==> config.mk <==
export PLATFORM = sky130hd
export DESIGN_NAME = exc_commit_ctrl
export DESIGN_NICKNAME = d
export VERILOG_FILES = /design/src/rtl/exc_commit_ctrl.sv
export SDC_FILE = /design/constraint.sdc
export NUM_CORES = 1
export LEC_CHECK = 0
export ABC_AREA = 1
export BUFFER_PORTS_ARGS = -buffer_cell sky130_fd_sc_hd__buf_2
export CAP_MARGIN = 10
export CORE_MARGIN = 2
export CORE_UTILIZATION = 52
export CTS_CLUSTER_SIZE = 10
export DETAILED_ROUTE_END_ITERATION = 6
export GPL_TIMING_DRIVEN = 1
export MAX_ROUTING_LAYER = met4
export PLACE_DENSITY = 0.94
export SLEW_MARGIN = 10
export SYNTH_ARGS = -nofsm -noshare
export SYNTH_HDL_FRONTEND = slang
export SYNTH_SLANG_ARGS = --single-unit
==> constraint.sdc <==
create_clock -name clock -period 2.2 [get_ports clock]
set_input_delay 0.22 -clock clock [delete_from_list [all_inputs] [get_ports clock]]
set_output_delay 0.22 -clock clock [all_outputs]
set_load 0.03 [all_outputs]
==> src/rtl/exc_commit_ctrl.sv <==
// exc_commit_ctrl: exception / ertn commit sequencer.
// Arbitrates WB trap sources, pulses the CSR commit, flushes, then redirects pre-IF.
module exc_commit_ctrl #(
    parameter int FLUSH_CYCLES = 2
) (
    input  logic        clock,
    input  logic        reset,
    input  logic        wb_valid,
    input  logic [31:0] wb_pc,
    input  logic [31:0] wb_vaddr,
    input  logic        wb_ex_adef,
    input  logic        wb_ex_ine,
    input  logic        wb_ex_sys,
    input  logic        wb_ex_brk,
    input  logic        wb_ex_ale,
    input  logic        wb_is_ertn,
    input  logic        has_int,
    input  logic [31:0] ex_entry,
    input  logic [31:0] ertn_entry,
    output logic        wb_allowin,
    output logic        wb_commit_kill,
    output logic        csr_wb_ex,
    output logic        csr_ertn_flush,
    output logic [5:0]  csr_wb_ecode,
    output logic [8:0]  csr_wb_esubcode,
    output logic [31:0] csr_wb_pc,
    output logic [31:0] csr_wb_vaddr,
    output logic        flush_pipe,
    output logic        redirect_valid,
    output logic [31:0] redirect_pc,
    input  logic        redirect_ready
);

    typedef enum logic [1:0] {
        S_IDLE,
        S_COMMIT,
        S_FLUSH,
        S_REDIR
    } state_t;

    localparam logic [3:0] LP_CNT_INIT = 4'(FLUSH_CYCLES - 1);

    state_t      r_state;
    state_t      w_state_nxt;
    logic [3:0]  r_cnt;
    logic [3:0]  w_cnt_dec;
    logic        r_is_ertn;
    logic [5:0]  r_ecode;
    logic [8:0]  r_esubcode;
    logic [31:0] r_pc;
    logic [31:0] r_vaddr;
    logic [31:0] r_target;

    logic        w_any_ex;
    logic        w_trap;
    logic        w_ertn_go;
    logic        w_accept;
    logic [5:0]  w_ecode;
    logic [8:0]  w_esubcode;
    logic [31:0] w_vaddr;

    assign w_any_ex  = wb_ex_adef | wb_ex_ine | wb_ex_sys
                     | wb_ex_brk | wb_ex_ale;
    assign w_trap    = wb_valid & (has_int | w_any_ex);
    assign w_ertn_go = wb_valid & wb_is_ertn & ~w_trap;
    assign w_accept  = (r_state == S_IDLE) & (w_trap | w_ertn_go);
    assign w_cnt_dec = r_cnt - 4'd1;

    // Fixed-priority cause selection; only ADEF and ALE report a bad address.
    always_comb begin
        w_ecode    = 6'h00;
        w_esubcode = 9'd0;
        w_vaddr    = 32'd0;
        priority case (1'b1)
            has_int:    w_ecode = 6'h00;
            wb_ex_adef: begin
                w_ecode = 6'h08;
                w_vaddr = wb_pc;
            end
            wb_ex_ine:  w_ecode = 6'h0D;
            wb_ex_sys:  w_ecode = 6'h0B;
            wb_ex_brk:  w_ecode = 6'h0C;
            wb_ex_ale:  begin
                w_ecode = 6'h09;
                w_vaddr = wb_vaddr;
            end
            default:    w_ecode = 6'h00;
        endcase
    end

    // State register.
    always_ff @(posedge clock) begin
        if (reset) begin
            r_state <= S_IDLE;
        end else begin
            r_state <= w_state_nxt;
        end
    end

    // Capture cause, pc, bad address and redirect target on acceptance.
    always_ff @(posedge clock) begin
        if (reset) begin
            r_is_ertn  <= 1'b0;
            r_ecode    <= 6'd0;
            r_esubcode <= 9'd0;
            r_pc       <= 32'd0;
            r_vaddr    <= 32'd0;
            r_target   <= 32'd0;
        end else if (w_accept) begin
            r_is_ertn <= w_ertn_go;
            r_pc      <= wb_pc;
            if (w_trap) begin
                r_ecode    <= w_ecode;
                r_esubcode <= w_esubcode;
                r_vaddr    <= w_vaddr;
                r_target   <= ex_entry;
            end else begin
                r_ecode    <= 6'd0;
                r_esubcode <= 9'd0;
                r_vaddr    <= 32'd0;
                r_target   <= ertn_entry;
            end
        end
    end

    // Flush length counter: loaded in COMMIT, counts down through FLUSH.
    always_ff @(posedge clock) begin
        if (reset) begin
            r_cnt <= 4'd0;
        end else if (r_state == S_COMMIT) begin
            r_cnt <= LP_CNT_INIT;
        end else if (r_state == S_FLUSH) begin
            r_cnt <= w_cnt_dec;
        end
    end

    // Next-state and output decode.
    always_comb begin
        w_state_nxt    = r_state;
        wb_allowin     = 1'b0;
        wb_commit_kill = 1'b0;
        csr_wb_ex      = 1'b0;
        csr_ertn_flush = 1'b0;
        flush_pipe     = 1'b0;
        redirect_valid = 1'b0;
        redirect_pc    = 32'd0;
        unique case (r_state)
            S_IDLE: begin
                wb_allowin     = 1'b1;
                wb_commit_kill = w_trap | w_ertn_go;
                if (w_accept) begin
                    w_state_nxt = S_COMMIT;
                end
            end
            S_COMMIT: begin
                csr_wb_ex      = ~r_is_ertn;
                csr_ertn_flush = r_is_ertn;
                flush_pipe     = 1'b1;
                w_state_nxt    = (FLUSH_CYCLES == 1) ? S_REDIR : S_FLUSH;
            end
            S_FLUSH: begin
                flush_pipe = 1'b1;
                if (w_cnt_dec == 4'd0) begin
                    w_state_nxt = S_REDIR;
                end
            end
            S_REDIR: begin
                redirect_valid = 1'b1;
                redirect_pc    = r_target;
                if (redirect_ready) begin
                    w_state_nxt = S_IDLE;
                end
            end
            default: w_state_nxt = S_IDLE;
        endcase
    end

    assign csr_wb_ecode    = r_ecode;
    assign csr_wb_esubcode = r_esubcode;
    assign csr_wb_pc       = r_pc;
    assign csr_wb_vaddr    = r_vaddr;

endmodule

==> results of run 1 <==
-- flip-flops by register name, indices dropped and copies added, names as in the netlist --
register and flops:
r_cnt 4, r_target 32, r_is_ertn 1, csr_wb_vaddr 32
csr_wb_ecode 4, csr_wb_pc 32, r_state 2
-- logic make-up (layout without fill, tap and decap cells) --
group	Yosys count	count (layout)	share of synthesized area
AOI/OAI and AO/OA	62	62	0.0544
adders and majority gates	6	6	0.0130
buffers and inverters	184	390	0.140
DFF	107	107	0.371
other	1	11	0.000650
and+or+nand+nor	608	608	0.421
-- per-stage QoR --
step,hold WS (ps),area [um^2],worst slack (ps)
final,113,7270,124
after global routing,103,7270,2.34
after CTS,93.0,7260,27.6
after detailed placement,458,7030,418
after global placement,450,7030,469
after floorplan,289,5810,426
-- cell type report --
class                      instances  area share
multi-input combinational        687       0.396
sequential                       107       0.295
timing repair buffer             261       0.200
inverter                         113      0.0587
tap                              140      0.0241
clock buffer                       9      0.0170
clock inverter                     7      0.0102
-- repair_timing --
action / in CTS / in global routing
gates resized for setup: 0 / 2
cloned: 1 / 0
setup endpoints to repair: 1 / 1
endpoints found under the hold margin: 0 / 0
setup buffers: 0 / 0
-- cells in the final DEF (no fill, tap or decap), drive strengths merged --
| master | Yosys | routed |
|---|---|---|
| a211oi | 1 | 1 |
| conb | 1 | 11 |
| nand2 | 343 | 343 |
| a31oi | 1 | 1 |
| o21ai | 36 | 36 |
| ha | 6 | 6 |
| bufbuf | 0 | 1 |
| nand4 | 2 | 2 |
| bufinv | 0 | 1 |
| a21oi | 24 | 24 |
| clkbuf | 28 | 10 |
| nor3 | 1 | 1 |
| clkinv | 1 | 4 |
| buf | 43 | 259 |
| inv | 112 | 114 |
| nand3 | 80 | 80 |
| nor2 | 182 | 182 |
| dfxtp | 107 | 107 |
| clkinvlp | 0 | 1 |
-- power breakdown --
group	switching, mW	internal (mW)	total, mW
sequential	0.307	2.51	2.81
combinational	2.66	1.30	3.96
clock	0.690	0.534	1.22
-- worst reg2reg max path, stage by stage, from the launching register on --
cell and delay, ps:
dfxtp_1 350, inv_1 120, ha_2 260, inv_1 110, a21oi_4 200, bufbuf_16 370, nor2_1 60, nor2_1 100
-- routing by layer --
| metal | GRT usage | part of all wire |
|---|---|---|
| met4 | 0.109 | 0.027 |
| met3 | 0.0415 | 0.065 |
| met2 | 0.445 | 0.50 |
| met5 | - | 0 |
| met1 | 0.305 | 0.41 |
-- worst paths after layout --
kind | from | endpoint | depth (start not counted)
worst max-delay path | r_state[0]$_SDFFE_PP0P_ | wb_commit_kill | 6
worst min-delay path | wb_pc[28] | csr_wb_pc[28]$_SDFFE_PP0P_ | 3
worst max register to register | r_state[0]$_SDFFE_PP0P_ | csr_wb_pc[0]$_SDFFE_PP0P_ | 7
worst min register to register | csr_wb_ecode[1]$_SDFFE_PP0P_ | csr_wb_ecode[1]$_SDFFE_PP0P_ | 2
==> flow_summary.json, run 1 <==
{
  "final_period_minus_worst_setup_slack_ps": 2080,
  "crit_required_ps": 1980,
  "cp.arrival_ps": 1860,
  "grt_setup_unrepaired": "no",
  "cts_tree": "done",
  "rows": 38,
  "place.gp.congestion": 0.878,
  "cts_made_buffers": 9,
  "finalPower_mw": 8.00,
  "path_clk_slew_ps": 110,
  "vias_per_cell": 4.88,
  "r2r_slack_ps": 580,
  "synth_cells": 968,
  "grt_pass1_vias": 5477,
  "grt_first_pass_wirelength_um": 24500,
  "drt_pass1_iterations": 5,
  "wl_per_cell_um": 12.1,
  "netlist_top_cells_area": "dfxtp_1, nand2_1, nor2_1, inv_1, nand3_1",
  "finalCritPeriodShare": 0.944,
  "path_max_fanout": 33,
  "leakage_nw": 4.36,
  "antenna_found_initial": 0,
  "async_flop_share": 0,
  "final_util": 0.670,
  "cts_root_buffer": "clkbuf_8",
  "synth_top_area_frac": 0.371,
  "multi_input_area_um2": 2880,
  "nNetsFinal": 1324,
  "syn_area_um2": 5770,
  "core-area_um2": 10800,
  "ys_types": 25,
  "synth_edf_count": 0,
  "first_iter_violations": 516,
  "placed_cells": 1307,
  "setup_viol": 0,
  "ys_ff_latch": 107,
  "synthFlopType": "dfxtp_1",
  "status": "completed",
  "cap_violations": 0,
  "drive_above_1_share": 0.242,
  "die_x_um": 109,
  "fp.dieH_um": 109,
  "synth_common_cells": "nand2_1, nor2_1, inv_1",
  "design.die.area_um2": 12000,
  "crit_buf_inv": 4,
  "worstMarginPinSlew_ps": 650,
  "vias": 6460,
  "ys_seq_area_frac": 0.371,
  "initial_core_util": 0.533,
  "dp_hpwl_um": 11400,
  "ys_warn_count": 0,
  "slowest_stage": "dfxtp_1",
  "htreeDepth": 3,
  "track_usage": 0.261,
  "clock.fmax_mhz": 482,
  "power.density_nw_per_um2": 1100,
  "slew_violations": 0,
  "fin_cells": 1324,
  "cts_hold_buf": 0,
  "peakVddDrop_mv": 0.927,
  "crit_top_cell": "inv_1",
  "crit_type": "register to output port",
  "route.antenna.remaining_nets": 0,
  "port_buffers": 244,
  "worstPathCellList": "inv_1 > ha_2 > inv_1 > a21oi_4 > buf_12 > clkbuf_4",
  "hold_path.class": "input pin to register",
  "syn_to_final_growth_pct": 25.9,
  "hold_viol": 0,
  "synth_top_cell_by_area": "dfxtp_1",
  "io-pin-count": 256,
  "syn_area_per_cell_um2": 5.96,
  "totalWireLength_um": 16100,
  "antenna_cells": 0,
  "cp-end-kind": "output port",
  "cp-start-kind": "register",
  "remaining_drc_errors": 0,
  "fillerInstances": 952,
  "clock_latency_ps": 360,
  "max_stage_delay_ps": 350,
  "critical_path.top_delay_family": "buffers and inverters",
  "fin_tns_setup_ps": 0,
  "yosysMostFrequentCell": "nand2_1",
  "seq_area_um2": 2140,
  "skew_ps": 12.8,
  "grt_overflow": 0,
  "cts_sinks": 107,
  "clockBufferDepth": 2,
  "max_slew_margin": 0.566,
  "grt_max_degree": 51
}
Power figures use the tool's default switching activity.
==> inputs of run 2 (changes only) <==
==> constraint.sdc (replaced) <==
create_clock -name clock -period 2.2 [get_ports clock]
set_input_delay 0 -clock clock [delete_from_list [all_inputs] [get_ports clock]]
set_output_delay 0 -clock clock [all_outputs]
set_load 0.03 [all_outputs]
==> run 2 against run 1 <==
  * Register-to-register slack worse by 100 ps
  * Critical endpoint unchanged
  * Fmax rose by 3.7%
  * Utilization is 6.6 points higher
  * Hold slack worse by 100 ps
  * Count of clock-buffer cells in the layout rose by 1
  * Total power decreased by 0.62%
  * Clock power is 11% lower
  * Via count up 11%
  * Sequential power about the same
  * Cell area grew 9.8%
  * Global-route usage is 6.4 points higher
  * Routed wire length rose by 23%
==> flow_summary.json, run 2 (synthesis gave the netlist of run 1 again) <==
{
  "path_clk_slew_ps": 100,
  "grt_pass1_vias": 6615,
  "critical_path.top_delay_family": "buffers and inverters",
  "fp.dieH_um": 109,
  "cp-start-kind": "register",
  "io-pin-count": 256,
  "remaining_drc_errors": 0,
  "clock_latency_ps": 360,
  "grt_first_pass_wirelength_um": 30000,
  "first_iter_violations": 695,
  "finalPower_mw": 7.95,
  "drt_pass1_iterations": 7,
  "leakage_nw": 4.64,
  "final_util": 0.736,
  "vias_per_cell": 5.11,
  "crit_type": "register to output port",
  "fin_cells": 1402,
  "wl_met3_um": 1600,
  "grt_overflow": 0,
  "critPathLaunch": "r_state[0]$_SDFFE_PP0P_",
  "skew_ps": 7.41,
  "htreeDepth": 3,
  "syn_to_final_growth_pct": 38.2,
  "crit_top_cell": "inv_1",
  "hold_path.class": "input pin to register",
  "power.density_nw_per_um2": 996,
  "slowest_stage": "dfxtp_1",
  "mostFrequentLayoutCells": "nand2_1, buf_2, nor2_1",
  "final_period_minus_worst_setup_slack_ps": 2000,
  "max_slew_margin": 0.440,
  "rows": 38,
  "cts_root_buffer": "clkbuf_8",
  "nNetsFinal": 1401,
  "die_x_um": 109,
  "met1_length_um": 7110,
  "worstPathCellList": "inv_1 > ha_1 > inv_1 > a21oi_4 > buf_12 > buf_2",
  "cts_sinks": 107,
  "peakVddDrop_mv": 0.899,
  "status": "completed",
  "hold_start": "ex_entry[16]",
  "place.gp.congestion": 0.841,
  "crit_cells": 6,
  "clock.fmax_mhz": 500,
  "slew_violations": 0,
  "wl_met2_um": 9520,
  "initial_core_util": 0.533,
  "cts_made_buffers": 9,
  "r2r-start": "r_state[0]$_SDFFE_PP0P_",
  "final_common_cell": "nand2_1",
  "antenna_found_initial": 1,
  "fin_tns_setup_ps": 0,
  "setup_viol": 0,
  "placed_cells": 1304,
  "crit_buf_inv": 4,
  "clockBufferDepth": 2,
  "crit_required_ps": 2200,
  "cts_tree": "done",
  "cp-end-kind": "output port",
  "cap_violations": 0,
  "r2r_slack_ps": 480,
  "crit_end": "wb_commit_kill",
  "route.antenna.remaining_nets": 0,
  "hold_viol": 0,
  "core-area_um2": 10800,
  "drive_above_1_share": 0.222,
  "wl_per_cell_um": 14.1,
  "worstMarginPinSlew_ps": 840,
  "vias": 7160,
  "dp_hpwl_um": 11200,
  "grt_setup_unrepaired": "no",
  "top_layer": "met4",
  "design.die.area_um2": 12000,
  "track_usage": 0.325,
  "port_buffers": 244,
  "rr_worst_depth": 8,
  "grt_max_degree": 79,
  "whs_ps": 12.2,
  "cts-resized-gates": 0,
  "r2r_end": "csr_wb_vaddr[13]$_SDFFE_PP0P_",
  "max_stage_delay_ps": 340,
  "path_max_fanout": 65,
  "finalCritPeriodShare": 0.910,
  "totalWireLength_um": 19700,
  "cp.arrival_ps": 2000
}
run 2: changes by cell type in the layout (fill, tap and decap cells not counted), sizes merged:
| cell | previous run | this run |
|---|---|---|
| buf | 259 | 257 |
| bufbuf | 1 | 0 |
| dlygate4sd3 | 0 | 81 |
| clkinv | 4 | 2 |
| clkinvlp | 1 | 2 |
| diode | 0 | 2 |
| bufinv | 1 | 0 |
run 2: final cells by class:
| class | instances | area, um^2 |
|---|---|---|
| Antenna cell | 2 | 5.00 |
| Clock inverter | 5 | 37.5 |
| Sequential cell | 107 | 2140 |
| Tap cell | 140 | 175 |
| Clock buffer | 10 | 128 |
| Multi-Input combinational cell | 687 | 2870 |
| Timing Repair Buffer | 338 | 2190 |
| Inverter | 113 | 427 |
| Fill cell | 800 | 2860 |
run 2: report_power, final:
part           switching, mW  total, mW  internal, mW  leakage, nW
clock network          0.668       1.08         0.413       0.0792
registers              0.307       2.82          2.51        0.885
logic                   2.76       4.05          1.30         3.67
run 2: layer usage:
layer	global-route usage	vias up
li1	-	3455
met2	0.518	441
met4	0.262	0
met1	0.341	3112
met5	-	-
met3	0.0806	152
run 2: worst min-delay path by stage:
stage / end / slack, ps / cells past startpoint
final: r_target[16]$_SDFFE_PP0P_ / 10 / 5
after floorplan: csr_wb_ecode[1]$_SDFFE_PP0P_ / 70 / 1
after detailed placement: csr_wb_pc[29]$_SDFFE_PP0P_ / 260 / 3
after CTS: r_target[30]$_SDFFE_PP0P_ / 2 / 5
after global placement: csr_wb_pc[26]$_SDFFE_PP0P_ / 250 / 3
after global routing: r_target[25]$_SDFFE_PP0P_ / 20 / 5
run 2: timing repair:
action                                  in CTS  in global routing
endpoints found under the hold margin       65                  0
endpoints found under the setup margin       0                  0
setup buffers                                0                  0
hold buffers                                81                  0
run 2: per-stage QoR:
step,setup WS (ps),area [um^2]
4_1_cts,229,7970
3_3_place_gp,655,7000
5_1_grt,82.5,7980
3_5_place_dp,559,7000
6_report,199,7980
2_1_floorplan,429,5810
run 2: tightest hold or removal path: stages:
cell and delay, ps:
buf_2 80, nand3_1 60, nand2_1 60, nor2_1 40, nor2_1 90
==> inputs of run 3 (changes only) <==
Settings changed: ABC_AREA 1 to 0, CORE_UTILIZATION 52 to 49, PLACE_DENSITY 0.94 to 0.93.
==> run 3 against run 2 <==
  * Sequential share of layout area is 2.3 points higher
  * Total power down 25%
  * Sequential power fell by 13%
  * Flip-flop and latch count unchanged
  * Critical path type unchanged
  * Critical endpoint unchanged
  * Routed wire length fell by 3.7%
  * Non-clock buffer count increased by 16
  * Die area shrank 8.7%
  * Cell area fell by 8.0%
  * Via count decreased by 14%
  * Setup slack got worse by 57 ps
==> flow_summary.json, run 3 <==
{
  "rr_worst_depth": 6,
  "cts_made_buffers": 9,
  "fillerInstances": 683,
  "yosysMostFrequentCell": "nand2_1",
  "skew_ps": 26.9,
  "grt_pass1_vias": 5999,
  "worstMarginPinSlew_ps": 952,
  "first_iter_violations": 481,
  "netlist_top_cells_area": "dfxtp_1, nand2_1, a22oi_1, o31ai_1, and2_1",
  "power_switching_mw": 2.46,
  "grt_overflow": 0,
  "setup_viol": 0,
  "p_sw_frac": 0.413,
  "p_int_mw": 3.50,
  "rows": 36,
  "max_stage_delay_ps": 410,
  "leakage_nw": 3.58,
  "track_usage": 0.343,
  "vias_per_cell": 5.57,
  "synth_top_area_frac": 0.433,
  "stdcell_area_um2": 7340,
  "totalWireLength_um": 19000,
  "max_slew_margin": 0.365,
  "r2r_end": "r_state[0]$_SDFFE_PP0P_",
  "design.die.area_um2": 10900,
  "vias": 6129,
  "cts_root_buffer": "clkbuf_8",
  "drive_above_1_share": 0.286,
  "final_common_cell": "buf_2",
  "seq_area_um2": 2140,
  "final_period_minus_worst_setup_slack_ps": 2060,
  "cts_sinks": 107,
  "nNetsFinal": 1108,
  "cp-end-kind": "output port",
  "clockBufferDepth": 2,
  "synth_common_cells": "nand2_1, dfxtp_1, nor2_1",
  "synthFlopType": "dfxtp_1",
  "multi_input_area_um2": 2410,
  "ys_ff_latch": 107,
  "fin_cells": 1101,
  "ys_warn_count": 0,
  "cts_tree": "done",
  "synth_top_cell_by_area": "dfxtp_1",
  "crit_type": "register to output port",
  "hold_end": "csr_wb_ecode[2]$_SDFFE_PP0P_",
  "placed_cells": 988,
  "hold_viol": 0,
  "path_clk_slew_ps": 110,
  "dp_slack_ps": 177,
  "die_x_um": 104,
  "syn_area_um2": 4950,
  "place.gp.congestion": 0.846,
  "dp_hpwl_um": 9960,
  "power.density_nw_per_um2": 811,
  "crit_required_ps": 2200,
  "synth_edf_count": 0,
  "io-pin-count": 256,
  "syn_area_per_cell_um2": 7.60,
  "clock.fmax_mhz": 486,
  "cap_violations": 0,
  "slew_violations": 0,
  "drt_pass1_iterations": 5,
  "whs_ps": 29.1,
  "min_delay_path_depth": 3,
  "clkPwrFrac": 0.184,
  "r2r-start": "r_state[0]$_SDFFE_PP0P_",
  "cts_setup_buffers": 0,
  "setup_ws_ps": 142,
  "htreeDepth": 3,
  "ys_types": 40,
  "syn_to_final_growth_pct": 48.4,
  "hold_path.class": "input pin to register",
  "r2r_slack_ps": 170,
  "route.antenna.remaining_nets": 0,
  "port_buffers": 244,
  "placed_area_um2": 6200,
  "initial_core_util": 0.506,
  "grt_first_pass_wirelength_um": 29400,
  "mostFrequentLayoutCells": "buf_2, nand2_1, dfxtp_1",
  "final_util": 0.751,
  "fp.dieH_um": 104,
  "comb_power_share": 0.406,
  "remaining_drc_errors": 0,
  "seqPwrFrac": 0.410,
  "peakVddDrop_mv": 0.526,
  "cp.arrival_ps": 2060,
  "slowest_stage": "ha_1",
  "status": "completed",
  "synth_cells": 651,
  "core-area_um2": 9770,
  "hold_start": "wb_ex_ine",
  "clock_latency_ps": 360,
  "worstPathCellList": "inv_1 > ha_1 > o211ai_4 > inv_2 > buf_12 > buf_2",
  "grt_max_degree": 75,
  "finalCritPeriodShare": 0.936,
  "finalPower_mw": 5.95,
  "grt_setup_unrepaired": "no",
  "path_max_fanout": 72,
  "wl_per_cell_um": 17.3,
  "antenna_found_initial": 1,
  "async_flop_share": 0,
  "ys_seq_area_frac": 0.433,
  "cp-start-kind": "register",
  "fin_tns_setup_ps": 0
}
[run 3: cell count changes after synthesis, moves of 5 or more]
cell / delta
nand3_1: -79
buf_2: -9
a31oi_1: +31
a22oi_1: +32
o21ai_1: -5
and2_1: +33
nor2_1: -143
nor2b_1: +5
o31ai_1: +32
inv_1: -74
clkbuf_1: +8
nand2_1: -174
a21oi_1: +12
[run 3: power by group through the flow]
stage	combinational, mW	clock (mW)	sequential [mW]
after floorplan	1.29	0	2.68
after CTS	2.28	1.10	2.42
after detailed placement	2.15	0	2.46
after global routing	2.59	1.18	2.47
final	2.42	1.09	2.44
after global placement	2.11	0	2.44
[run 3: layout make-up]
cell class,count,area share
Sequential cell,107,0.292
Tap cell,133,0.0227
Inverter,38,0.0194
Clock buffer,10,0.0174
Clock inverter,5,0.00511
Multi-Input combinational cell,453,0.328
Timing Repair Buffer,354,0.315
Antenna cell,1,0.000341
[run 3: metal layers]
layer / part of all wire / vias to the layer above / global-route usage
met5: 0 / - / -
met4: 0.060 / 0 / 0.210
met3: 0.084 / 116 / 0.0533
met2: 0.50 / 449 / 0.598
met1: 0.35 / 2764 / 0.365
li1: - / 2800 / -
[run 3: kinds of logic after synthesis]
kind of cell,after synthesis,share of synthesized area
simple gates,256,0.221
compound gates,176,0.232
flops,107,0.433
buf+inv,101,0.0910
fa+ha+maj,6,0.0152
xor+xnor,3,0.00531
other cells,1,0.000758
mux,1,0.00202
[run 3: worst max-delay path: cells and delay by family, from the launching register on]
kind	cells	cell delay (ps)
buffers and inverters	4	750
AOI/OAI and AO/OA	1	170
DFF	1	360
adders and majority gates	1	410
[run 3: how the worst max path moves through the flow]
| stage | slack, ps | from | endpoint |
|---|---|---|---|
| after floorplan | 220 | r_state[0]$_SDFFE_PP0P_ | r_target[22]$_SDFFE_PP0P_ |
| after CTS | 120 | r_state[0]$_SDFFE_PP0P_ | r_state[1]$_SDFFE_PP0P_ |
| after global placement | 280 | r_state[0]$_SDFFE_PP0P_ | r_state[1]$_SDFFE_PP0P_ |
| final | 140 | r_state[0]$_SDFFE_PP0P_ | wb_commit_kill |
| after global routing | 10 | r_state[0]$_SDFFE_PP0P_ | wb_commit_kill |
| after detailed placement | 180 | r_state[0]$_SDFFE_PP0P_ | r_state[1]$_SDFFE_PP0P_ |
[run 3: timing repair]
item / 4_1_cts / 5_1_grt
resized for setup: 0 / 3
hold endpoints to repair: 79 / 0
hold buffers: 97 / 0
setup endpoints to repair: 0 / 2
